File: src/rtl/fib_arbiter.sv
// Round-robin front end that shares one Fibonacci accelerator among NREQ requesters,
// with a watchdog that turns a silent accelerator into an error response.
module fib_arbiter #(
  parameter int unsigned NREQ  = 4,
  parameter int unsigned N_W   = 6,
  parameter int unsigned RES_W = 32,
  parameter int unsigned TMO   = 1024
) (
  input  logic                 CLK,
  input  logic                 rst,
  input  logic [NREQ-1:0]      req_vld,
  output logic [NREQ-1:0]      req_rdy,
  input  logic [NREQ*N_W-1:0]  req_n,
  output logic [NREQ-1:0]      rsp_vld,
  input  logic [NREQ-1:0]      rsp_rdy,
  output logic [RES_W-1:0]     rsp_data,
  output logic                 rsp_err,
  output logic                 core_vld_in,
  input  logic                 core_rdy_in,
  output logic [N_W-1:0]       core_n,
  input  logic                 core_vld_out,
  input  logic [RES_W-1:0]     core_result,
  output logic                 core_rdy_out,
  output logic                 busy
);

  localparam int unsigned ID_W = (NREQ > 1) ? $clog2(NREQ) : 1;
  localparam int unsigned WD_W = $clog2(TMO + 1);

  typedef enum logic [1:0] {
    IDLE  = 2'd0,
    ISSUE = 2'd1,
    WAIT  = 2'd2,
    RESP  = 2'd3
  } state_t;

  state_t            state;
  logic [ID_W-1:0]   ptr;
  logic [ID_W-1:0]   id;
  logic [ID_W-1:0]   grant;
  logic              any_req;
  logic [N_W-1:0]    n;
  logic [RES_W-1:0]  result;
  logic              err;
  logic [WD_W-1:0]   wdog;
  int unsigned       rr_idx;
  logic [N_W-1:0]    req_n_a [NREQ];

  for (genvar i = 0; i < NREQ; i++) begin : g_slice
    assign req_n_a[i] = req_n[i*N_W +: N_W];
  end

  // First requesting index at or after ptr, wrapping modulo NREQ.
  always_comb begin
    grant   = '0;
    any_req = 1'b0;
    rr_idx  = 0;
    for (int unsigned k = 0; k < NREQ; k++) begin
      rr_idx = 32'(ptr) + k;
      if (rr_idx >= NREQ) rr_idx = rr_idx - NREQ;
      if (!any_req && req_vld[ID_W'(rr_idx)]) begin
        any_req = 1'b1;
        grant   = ID_W'(rr_idx);
      end
    end
  end

  always_ff @(posedge CLK) begin
    if (rst) begin
      state  <= IDLE;
      ptr    <= '0;
      id     <= '0;
      n      <= '0;
      result <= '0;
      err    <= 1'b0;
      wdog   <= '0;
    end else begin
      case (state)
        IDLE: begin
          if (any_req) begin
            id    <= grant;
            n     <= req_n_a[grant];
            state <= ISSUE;
          end
        end
        ISSUE: begin
          if (core_rdy_in) begin
            wdog  <= '0;
            state <= WAIT;
          end
        end
        WAIT: begin
          // A result arriving on the final watchdog cycle still wins.
          if (core_vld_out) begin
            result <= core_result;
            err    <= 1'b0;
            state  <= RESP;
          end else if (wdog == WD_W'(TMO - 1)) begin
            result <= '0;
            err    <= 1'b1;
            state  <= RESP;
          end else begin
            wdog <= wdog + WD_W'(1);
          end
        end
        RESP: begin
          if (rsp_rdy[id]) begin
            ptr   <= (id == ID_W'(NREQ - 1)) ? '0 : id + ID_W'(1);
            state <= IDLE;
          end
        end
        default: state <= IDLE;
      endcase
    end
  end

  // Output decode from the registered state; only req_rdy also looks at live inputs.
  always_comb begin
    req_rdy      = '0;
    rsp_vld      = '0;
    rsp_data     = '0;
    rsp_err      = 1'b0;
    core_vld_in  = 1'b0;
    core_n       = '0;
    core_rdy_out = 1'b0;
    busy         = (state != IDLE);
    case (state)
      IDLE:  if (any_req) req_rdy = NREQ'(1) << grant;
      ISSUE: begin
        core_vld_in = 1'b1;
        core_n      = n;
      end
      WAIT:  core_rdy_out = 1'b1;
      RESP: begin
        rsp_vld  = NREQ'(1) << id;
        rsp_data = result;
        rsp_err  = err;
      end
      default: ;
    endcase
  end

endmodule

File: config.mk
export PLATFORM = sky130hd
export DESIGN_NAME = fib_arbiter
export DESIGN_NICKNAME = d
export VERILOG_FILES = /design/src/rtl/fib_arbiter.sv
export SDC_FILE = /design/constraint.sdc
export NUM_CORES = 1
export LEC_CHECK = 0
export ABC_AREA = 1
export CORE_MARGIN = 2
export CORE_UTILIZATION = 45
export DETAILED_ROUTE_END_ITERATION = 7
export GPL_TIMING_DRIVEN = 0
export PLACE_DENSITY = 0.8
export SLEW_MARGIN = 20
export SYNTH_ARGS = -nofsm -noshare
export SYNTH_HDL_FRONTEND = slang
export SYNTH_SLANG_ARGS = --single-unit
File: constraint.sdc
create_clock -name CLK -period 2.3 [get_ports CLK]
set_input_delay 0.46 -clock CLK [delete_from_list [all_inputs] [get_ports CLK]]
set_output_delay 0.46 -clock CLK [all_outputs]
set_load 0.03 [all_outputs]
# Word-level counts from Yosys, hierarchy flattened
# Index checks and enable logic that the tools add are counted.
# classes
n_lt_le_gt_ge	10
eq_ne	11
bitwise_logic	1
n_mux	48
n_addsub	9
shifts	2
reduce_logical	15
# op_table
cell	n
$mux 32	3
$mux 11	3
$mux 2	14
$pmux 11 s2	1
$mux 6	3
$lt 2x3->1 const B	5
$mux 1	14
$bmux 6 s2	1
$ge 3x3->1 const B	4
$mux 4	3
$add 11x1->11 const B	1
$eq 11x10->1 const B	1
$bmux 1 s2	5
$ne 2x2->1 const B	5
$pmux 2 s4	1
$reduce_and 4->1	2
$shl 1x2->4 const A	2
$sub 2x1->2 const B	4
$add 2x2->3 const B	2
$eq 2x2->1 const B	3
$reduce_and 2->1	3
$reduce_bool 2->1	3
$add 2x1->3 const B	1
$ge 2x3->1 const B	1
7 further kinds	11
# totals
in_bits	68
regBits	56
output_inout_bits	50

# Logic depth before layout (Yosys ltp)
# Gate-level depths: netlist of run 1.
# depth
ltp_word	18
ltp_mapped	14

# Worst setup path after synthesis of run 1
# No wires, ideal clock.
# synth_timing
path_type	input to output
startpoint	in req_vld[3]
endpoint	out req_rdy[1]
path_stages	10
t_arrival_ns	1.972
required_time_ns	1.840
setup_slack_ns	-0.132
n_path_buf	1
cell_sequence	inv_1 nand2_2 nand3_1 nand2_2 nor2_4 nand3_2 nand2_4 nand2_4 buf_8 nor3_1
# synth_between
elab_chain_cells	15
word_cells_on_any_way	25
cone_classes	1 x shift; 18 x mux; 6 x reduce/logical
# synth_lines
element	line	text
start, declared	11	input logic [NREQ-1:0] req_vld,
$bmux 1 s2	61	if (!any_req && req_vld[ID_W'(rr_idx)]) begin
$mux 1 (implied by the code)	61	
$mux 1	61	
$logic_not 1->1	61	
$logic_and 1x1->1	61	
$mux 1	61	
$logic_not 1->1	61	
$logic_and 1x1->1	61	
$mux 1	61	
$logic_not 1->1	61	
$logic_and 1x1->1	61	
$mux 2	61	
$shl 1x2->4	128	IDLE: if (any_req) req_rdy = NREQ'(1) << grant;
$mux 4 (*)	128	
$mux 4 (*)	127	case (state)
end, declared	12	output logic [NREQ-1:0] req_rdy,
# Mark *: on every way between the ends. The rest lies on a longest branch, timed or not. The select of a mux whose other input is x is not followed.

# Worst setup path in the final report of run 1
# layout_timing
startpoint	reg ptr[0]
endpoint	out req_rdy[2]
# layout_between
elab_chain_cells	17
word_cells_on_any_way	40
cone_classes	7 x add/sub; 4 x order compare; 1 x shift; 22 x mux; 6 x reduce/logical
# layout_lines
element	line	text
start, declared	38	logic [ID_W-1:0] ptr;
start signal, assigned	108	ptr <= (id == ID_W'(NREQ - 1)) ? '0 : id + ID_W'(1);
branches (longest 15 deep; another with $add 2x1->3)	--	
$mux 4 (*)	128	
$mux 4 (*)	127	
# Mark *: on every way between the ends. The select of a mux whose other input is x is not followed.

==> results of run 1 <==
==> area by class of cell <==
cell class                 instances  share of cell area, %
clock inverter                     2                 0.3221
multi-input combinational        346                  37.31
clock buffer                       6                  1.437
sequential                        56                  22.35
inverter                          91                  6.962
timing repair buffer             139                  26.91
tap                               99                  2.453
buffer                            21                  2.255
==> worst max path at each step <==
stage            endpoint  slack [ns]  depth (start not counted)
6_report       req_rdy[2]       -0.11                         13
5_1_grt        req_rdy[2]       -0.21                         13
4_1_cts        req_rdy[2]       -0.09                         13
3_5_place_dp   req_rdy[2]       -0.95                         13
3_3_place_gp   req_rdy[0]       -0.89                         13
2_1_floorplan  req_rdy[0]        0.08                         11
==> routing by layer <==
| metal | vias to the layer above | wire [microns] | share of wire (%) | track usage (%) |
|---|---|---|---|---|
| met5 | - | 0 | 0 | 0 |
| met4 | 0 | 195 | 2.0 | 6.784 |
| met3 | 18 | 357 | 3.6 | 4.205 |
| met2 | 105 | 5129 | 52 | 41.38 |
| met1 | 1789 | 4216 | 43 | 30.48 |
| li1 | 1908 | - | - | - |
==> where the power goes <==
group | leakage (nW) | switching, mW | internal [mW] | total (mW)
sequential | 0.457 | 0.115 | 1.13 | 1.25
combinational | 2.06 | 1.28 | 0.895 | 2.18
clock | 0.0414 | 0.322 | 0.218 | 0.540
total | 2.56 | 1.72 | 2.25 | 3.96
==> layout by cell type, fill, tap and decap left out, types with 2 or more instances in the layout <==
cell type / synthesis / layout
nand2_1: 134 / 121
inv_1: 87 / 83
nand3_4: 0 / 4
clkdlybuf4s50_1: 0 / 64
dlymetal6s2s_1: 0 / 6
clkdlybuf4s15_2: 0 / 27
buf_4: 0 / 27
nand4_1: 3 / 3
nor3_1: 7 / 6
a21oi_2: 4 / 4
ha_1: 9 / 8
a21oi_1: 51 / 51
clkbuf_8: 0 / 5
dlygate4sd2_1: 0 / 12
nand3_2: 3 / 4
nor2_1: 28 / 28
inv_2: 4 / 5
buf_6: 2 / 4
nand3b_1: 2 / 2
nor2_2: 3 / 3
nand2_4: 3 / 12
clkbuf_1: 15 / 12
buf_1: 3 / 3
a211oi_1: 3 / 3
inv_4: 0 / 2
dfxtp_4: 0 / 2
nand2_2: 15 / 18
dfxtp_1: 56 / 54
o21ai_0: 10 / 10
buf_2: 0 / 2
a31oi_1: 2 / 2
nand3_1: 58 / 53
==> sequential cells by signal, indices dropped and copies added, names as in the netlist <==
| signal | flops |
|---|---|
| state | 2 |
| result | 32 |
| wdog | 11 |
| err | 1 |
| n | 6 |
| id | 2 |
| ptr | 2 |
==> worst reg2reg max path, stage by stage, from the launching register on <==
cell      delay [ns]
dfxtp_1         0.35
inv_1           0.11
ha_1            0.18
clkbuf_2        0.18
inv_1           0.10
a21oi_1         0.18
nand3_2         0.21
nor2_2          0.26
nand2_2         0.10
nor2_1          0.14
a21oi_1         0.08
nor2_1          0.09
==> stage by stage <==
stage          hold WS (ns)  area (sq um)
2_1_floorplan        0.4371          3302
3_3_place_gp         0.4496          4587
3_5_place_dp         0.4574          4587
4_1_cts              0.4783          4961
5_1_grt              0.5095          5050
6_report             0.4759          5050
==> cells by family after synthesis <==
family / synth area share [%]
flops: 34.00
fa+ha+maj: 3.416
buf+inv: 13.70
simple gates: 36.17
xor+xnor: 0.2657
compound gates: 12.45
==> repair_timing <==
item / CTS / global route
setup buffers: 17 / 5
cloned: 1 / 0
pin swaps: 21 / 13
resized for setup: 173 / 27
endpoints found under the setup margin: 47 / 42
==> flow_summary.json, run 1 <==
{
  "yosysTopAreaCell": "dfxtp_1",
  "ir_drop_mv": 0.4738,
  "htreeDepth": 2,
  "cts_made_buffers": 5,
  "multi_input_area_sq_um": 1884,
  "seq_area_sq_um": 1129,
  "final_max_slew_viol_count": 0,
  "seq_area_frac_synth_pct": 34.00,
  "async_flop_share_pct": 0,
  "routed_via_density": 5.026,
  "dp_cells": 730,
  "ys_ff_latch": 56,
  "min-delay-start": "err",
  "finalSetupViolCount": 4,
  "drc": 0,
  "drt_iter0_drc": 166,
  "clk_pin_slew_ns": 0.10,
  "fp.dieH_microns": 89.60,
  "clock-sinks": 56,
  "syn_to_final_growth_pct": 53.17,
  "wl_per_cell_microns": 13.03,
  "cp_max_fo": 5,
  "netlist_top_cells_area": "dfxtp_1 34%, nand2_1 15%, inv_1 9.9%",
  "dieArea_sq_um": 8027,
  "outcome": "finished with violations",
  "clk-insertion-delay-late_ns": 0.31,
  "r2r_setup_slack_ns": 0.25,
  "grt_pass1_vias": 3501,
  "start_util_pct": 45.95,
  "worst_pin_slew_ns": 0.4979,
  "grt_first_pass_wirelength_microns": 15400,
  "synth_ff_type": "dfxtp_1",
  "end_kind": "primary output",
  "path_cells": "buf_8, nand2_4, nand2_4, nand2_2, nand2_2, nor2_4, nand3b_1, nand2_2, inv_4, buf_6, nand2_4, nor2_1, buf_4",
  "cts_hold_buf": 0,
  "crit_type": "reg -> out",
  "wirelength_microns": 9899,
  "antenna_found_initial": 0,
  "max_freq_mhz": 414.3,
  "p_per_area_nw_per_um2": 785.1,
  "synth_common_cells": "134 x nand2_1, 87 x inv_1, 58 x nand3_1",
  "cp-startpoint": "ptr[0]",
  "crit_path_top_delay_cell": "dfxtp_4",
  "path_buf_inv": 4,
  "yosys.cell_count.top_type": "nand2_1",
  "fin_crit_sh_pct": 104.9,
  "startpoint_type": "register",
  "ff2ff_path_depth": 11,
  "io_buffers": 116,
  "fin_util_pct": 70.37,
  "synth_cell_type_count": 35,
  "syn_nets": 592,
  "postSynthAreaPerCell_sq_um": 6.402,
  "antennaDiodeCount": 0,
  "grt_max_degree": 18,
  "cts_tree": "built",
  "relSlewSlack_pct": 66.81,
  "dp_hpwl_microns": 6935,
  "setup_tns_ns": -0.4169,
  "cp_top_family": "simple AND/OR/NAND/NOR gates",
  "min_to": "err",
  "max-cap-violations": 0,
  "nets": 737,
  "die_w_microns": 89.60,
  "reg2reg_from": "state[0]",
  "core_sq_um": 7176,
  "clock_tree.root_cell": "clkbuf_8",
  "required_ns": 1.84,
  "finalPower_mw": 3.965,
  "rsz0062_at_grt": "yes",
  "dr.pass1.iters": 5,
  "post-route-min-period_ns": 2.414,
  "syn_area_sq_um": 3297,
  "ios": 118,
  "slowest_delay_ns": 0.38,
  "place_ws_ns": -0.9490,
  "violations": "setup timing",
  "cts_max_path_buffers": 2,
  "hold_depth": 2,
  "std_cell_rows": 31,
  "fin_cells": 760,
  "vias": 3820,
  "hold_path_class": "reg -> reg",
  "hold_violations": 0,
  "gp_congestion": 0.9317,
  "track_usage_pct": 23.90,
  "synth_edf_count": 0,
  "ant_nets": 0,
  "fin_ws_ns": -0.1138,
  "overflow": 0,
  "yosys.area.top_type_share_pct": 34.00,
  "p_leak_nw": 2.560,
  "skew_ns": 0.01122,
  "ys_warn_count": 0,
  "drive_gt1_share_pct": 19.97,
  "syn_inst": 515,
  "n_fill_cell": 611,
  "regToRegEndpoint": "wdog[10]",
  "arrival_ns": 1.95
}
Note: power is estimated with default switching activity, not from simulation.
==> inputs of run 2 (changes only) <==
- HOLD_SLACK_MARGIN: unset -> 0.06
- TNS_END_PERCENT: unset -> 1
==> flow_summary.json, run 2 (synthesized netlist as in run 1, its figures left out) <==
{
  "outcome": "finished with violations",
  "violations": "setup timing",
  "overflow": 0,
  "routed_via_density": 4.977,
  "n_fill_cell": 614,
  "fin_cells": 753,
  "largest-register": "result",
  "skew_ns": 0.009647,
  "arrival_ns": 1.89,
  "multi_input_area_sq_um": 1869,
  "gp_congestion": 0.9317,
  "path_common_cell": "nand2_2",
  "cp_top_family": "simple AND/OR/NAND/NOR gates",
  "fin_ws_ns": -0.05157,
  "fp.dieH_microns": 89.60,
  "drt_iter0_drc": 180,
  "crit_path_top_delay_cell": "dfxtp_4",
  "cp_max_fo": 5,
  "grt_max_degree": 18,
  "max_freq_mhz": 425.2,
  "cp_num_cells": 13,
  "p_leak_nw": 2.531,
  "core_sq_um": 7176,
  "finalPower_mw": 3.866,
  "finalSetupViolCount": 4,
  "dp_cells": 730,
  "whs_ns": 0.4783,
  "ant_nets": 0,
  "final_area_sq_um": 4987,
  "nets": 730,
  "grt_first_pass_wirelength_microns": 14710,
  "track_usage_pct": 22.77,
  "slowest_delay_ns": 0.39,
  "seq_area_sq_um": 1129,
  "wl_per_cell_microns": 12.62,
  "antenna_found_initial": 0,
  "drive_gt1_share_pct": 19.27,
  "rsz0062_at_grt": "yes",
  "fin_crit_sh_pct": 102.2,
  "relSlewSlack_pct": 66.44,
  "ff2ff_path_depth": 11,
  "post-route-min-period_ns": 2.352,
  "wirelength_microns": 9504,
  "io_buffers": 116,
  "final_cell_mix": "121 x nand2_1, 83 x inv_1, 64 x clkdlybuf4s50_1",
  "dieArea_sq_um": 8027,
  "dp_hpwl_microns": 6935,
  "clk-insertion-delay-late_ns": 0.31,
  "path_cells": "buf_8, nand2_2, nand2_2, nand2_2, nand2_2, nor2_4, nand3b_1, nand2_2, inv_2, buf_6, nand2_4, nor2_1, buf_4",
  "antennaDiodeCount": 0,
  "dr.pass1.iters": 4,
  "htreeDepth": 2,
  "hold_violations": 0,
  "std_cell_rows": 31,
  "grt_pass1_vias": 3370,
  "max-cap-violations": 0,
  "cts_max_path_buffers": 2,
  "vias": 3748,
  "startpoint_type": "register",
  "p_per_area_nw_per_um2": 775.2,
  "cts_tree": "built",
  "worst_pin_slew_ns": 0.5034,
  "ios": 118,
  "die_w_microns": 89.60,
  "clk_pin_slew_ns": 0.10,
  "top_regs": "result (32), wdog (11), n (6)",
  "clock_tree.root_cell": "clkbuf_8",
  "syn_to_final_growth_pct": 51.27,
  "required_ns": 1.84,
  "clock-sinks": 56,
  "final_max_slew_viol_count": 0,
  "hold_path_class": "reg -> reg",
  "largest_register_ffs": 32,
  "drc": 0,
  "end_kind": "primary output",
  "final_common_cell": "nand2_1",
  "crit_type": "reg -> out",
  "place_area_sq_um": 4587,
  "ir_drop_mv": 0.4524,
  "hold_depth": 2,
  "path_buf_inv": 4,
  "cts_made_buffers": 5,
  "cts_hold_buf": 0,
  "start_util_pct": 45.95
}
[run 2: cell count changes in the layout (fill, tap and decap cells not counted), sizes merged]
cell,previous run,this run
clkbuf,19,21
buf,37,29
clkdlybuf4s15,27,26
[run 2: timing repair]
item | in CTS | in global routing
pin swaps | 11 | 19
setup buffers | 7 | 8
gates cloned | 0 | 1
gates resized for setup | 155 | 41
setup endpoints to repair | 47 | 42
[run 2: layout make-up]
type	instances	area share [%]
multi-input cells	346	37.48
clock buffers	6	1.455
flip-flops and latches	56	22.63
well taps	99	2.484
repair buffers	132	26.34
inverters	91	7.000
plain buffers	21	2.283
clock inverters	2	0.3261
[run 2: per-stage QoR]
step                TNS [ns]  worst slack, ns  util, %
floorplan                  0          0.07924        -
global placement      -12.86          -0.8883    63.92
detailed placement    -13.56          -0.9490    63.92
CTS                  -0.3695         -0.09719    67.15
global route         -0.6740          -0.1823    69.50
finish               -0.1699         -0.05157    69.50
[run 2: report_power, final]
part | switching, mW | internal, mW | total, mW
Sequential | 0.112 | 1.13 | 1.25
Combinational | 1.23 | 0.851 | 2.08
Clock | 0.317 | 0.217 | 0.535
[run 2: tightest hold or removal path: stages, from the launching register on]
cell and delay, ns:
dfxtp_1 0.32, inv_1 0.05, a211oi_1 0.06
[run 2: layer usage]
layer	GRT usage [%]	wire [microns]
met1	29.62	4150
met3	4.022	321
met2	38.90	4840
met4	6.106	192
met5	0	0
[run 2: final timing paths]
path,to,startpoint,slack (ns)
worst max-delay path,req_rdy[0],ptr[0],-0.05
worst min-delay path,err,err,0.48
worst max register to register,wdog[10],state[0],0.26
worst min register to register,err,err,0.48
==> inputs of run 3 (changes only) <==
- SKIP_LAST_GASP: unset -> 1
==> flow_summary.json, run 3 (synthesized netlist as in run 1, its figures left out) <==
{
  "htreeDepth": 2,
  "arrival_ns": 1.96,
  "hold_path_class": "reg -> reg",
  "multi_input_area_sq_um": 1795,
  "end_kind": "primary output",
  "dr.pass1.iters": 4,
  "top_regs": "result (32), wdog (11), n (6)",
  "relSlewSlack_pct": 67.06,
  "clock-sinks": 56,
  "skew_ns": 0.01129,
  "dieArea_sq_um": 8027,
  "core_sq_um": 7176,
  "max_freq_mhz": 412.9,
  "fin_crit_sh_pct": 105.3,
  "std_cell_rows": 31,
  "fin_ws_ns": -0.1221,
  "ant_nets": 0,
  "track_usage_pct": 22.97,
  "violations": "setup timing",
  "wirelength_microns": 9141,
  "grt_first_pass_wirelength_microns": 14830,
  "final_cell_mix": "129 x nand2_1, 83 x inv_1, 76 x clkdlybuf4s50_1",
  "ios": 118,
  "finalSetupViolCount": 46,
  "vias": 3665,
  "clk_pin_slew_ns": 0.10,
  "ir_drop_mv": 0.4759,
  "fin_cells": 744,
  "startpoint_type": "register",
  "largest-register": "result",
  "post-route-min-period_ns": 2.422,
  "overflow": 0,
  "clk-insertion-delay-late_ns": 0.31,
  "cts_hold_buf": 0,
  "grt_pass1_vias": 3394,
  "p_per_area_nw_per_um2": 781.5,
  "routed_via_density": 4.926,
  "crit_type": "reg -> out",
  "grt_max_degree": 18,
  "max-cap-violations": 0,
  "die_w_microns": 89.60,
  "n_fill_cell": 667,
  "cp_max_fo": 10,
  "antennaDiodeCount": 0,
  "dp_hpwl_microns": 6935,
  "cts_max_path_buffers": 2,
  "cts_made_buffers": 5,
  "final_common_cell": "nand2_1",
  "p_leak_nw": 2.428,
  "largest_register_ffs": 32,
  "final_max_slew_viol_count": 0,
  "required_ns": 1.84,
  "dp_cells": 730,
  "finalPower_mw": 3.707,
  "io_buffers": 116,
  "gp_congestion": 0.9317,
  "cts_tree": "built",
  "wl_per_cell_microns": 12.29,
  "clock_tree.root_cell": "clkbuf_8",
  "drt_iter0_drc": 177,
  "seq_area_sq_um": 1124,
  "nets": 721,
  "drc": 0,
  "worst_pin_slew_ns": 0.4941,
  "hold_violations": 0,
  "drive_gt1_share_pct": 11.63,
  "syn_to_final_growth_pct": 43.87,
  "antenna_found_initial": 0,
  "outcome": "finished with violations",
  "fp.dieH_microns": 89.60,
  "rsz0062_at_grt": "yes",
  "start_util_pct": 45.95
}
==> run 3: layer usage <==
metal / track usage (%) / vias up / wire, microns
met5: 0 / - / 0
met4: 6.377 / 0 / 168
met3: 4.205 / 14 / 340
met2: 39.37 / 96 / 4564
met1: 29.60 / 1685 / 4068
li1: - / 1870 / -
==> run 3: layout make-up <==
cell class | count | share of cell area (%)
buffer | 21 | 2.110
sequential | 56 | 23.69
timing repair buffer | 123 | 24.61
multi-input combinational | 346 | 37.85
inverter | 91 | 7.254
clock buffer | 6 | 1.530
tap | 99 | 2.611
clock inverter | 2 | 0.3429
==> run 3: worst max-delay path, cell delays in order, from the launching register on <==
cell and delay, ns:
dfxtp_1 0.40, ha_1 0.21, clkbuf_2 0.24, nand2_1 0.08, inv_1 0.05, clkdlybuf4s50_1 0.68
==> run 3: power by group <==
group,switching (mW),internal [mW],total [mW]
registers,0.110,1.13,1.24
clock network,0.322,0.218,0.539
logic,1.17,0.753,1.92
total,1.60,2.11,3.71
==> run 3: final timing paths <==
kind	from	to	slack, ns	cells after the start
worst min register to register	err	err	0.48	2
worst min-delay path	err	err	0.48	2
worst max-delay path	state[1]	rsp_data[0]	-0.12	5
worst max register to register	state[1]	wdog[10]	0.25	11
==> run 3: metrics by stage <==
stage	setup TNS (ns)	instance area (sq um)	utilization, %	worst slack (ns)	hold WS (ns)
5_1_grt	-10.44	4743	66.10	-0.2653	0.5102
2_1_floorplan	0	3302	-	0.07924	0.4371
4_1_cts	-4.560	4732	65.95	-0.1427	0.4783
3_3_place_gp	-12.86	4587	63.92	-0.8883	0.4496
3_5_place_dp	-13.56	4587	63.92	-0.9490	0.4574
6_report	-3.812	4743	66.10	-0.1221	0.4826
==> run 3: what timing repair did <==
action	4_1_cts	5_1_grt
buffers inserted	7	0
gates cloned	0	0
resized for setup	82	8
setup endpoints to repair	47	50
pin swaps	11	0
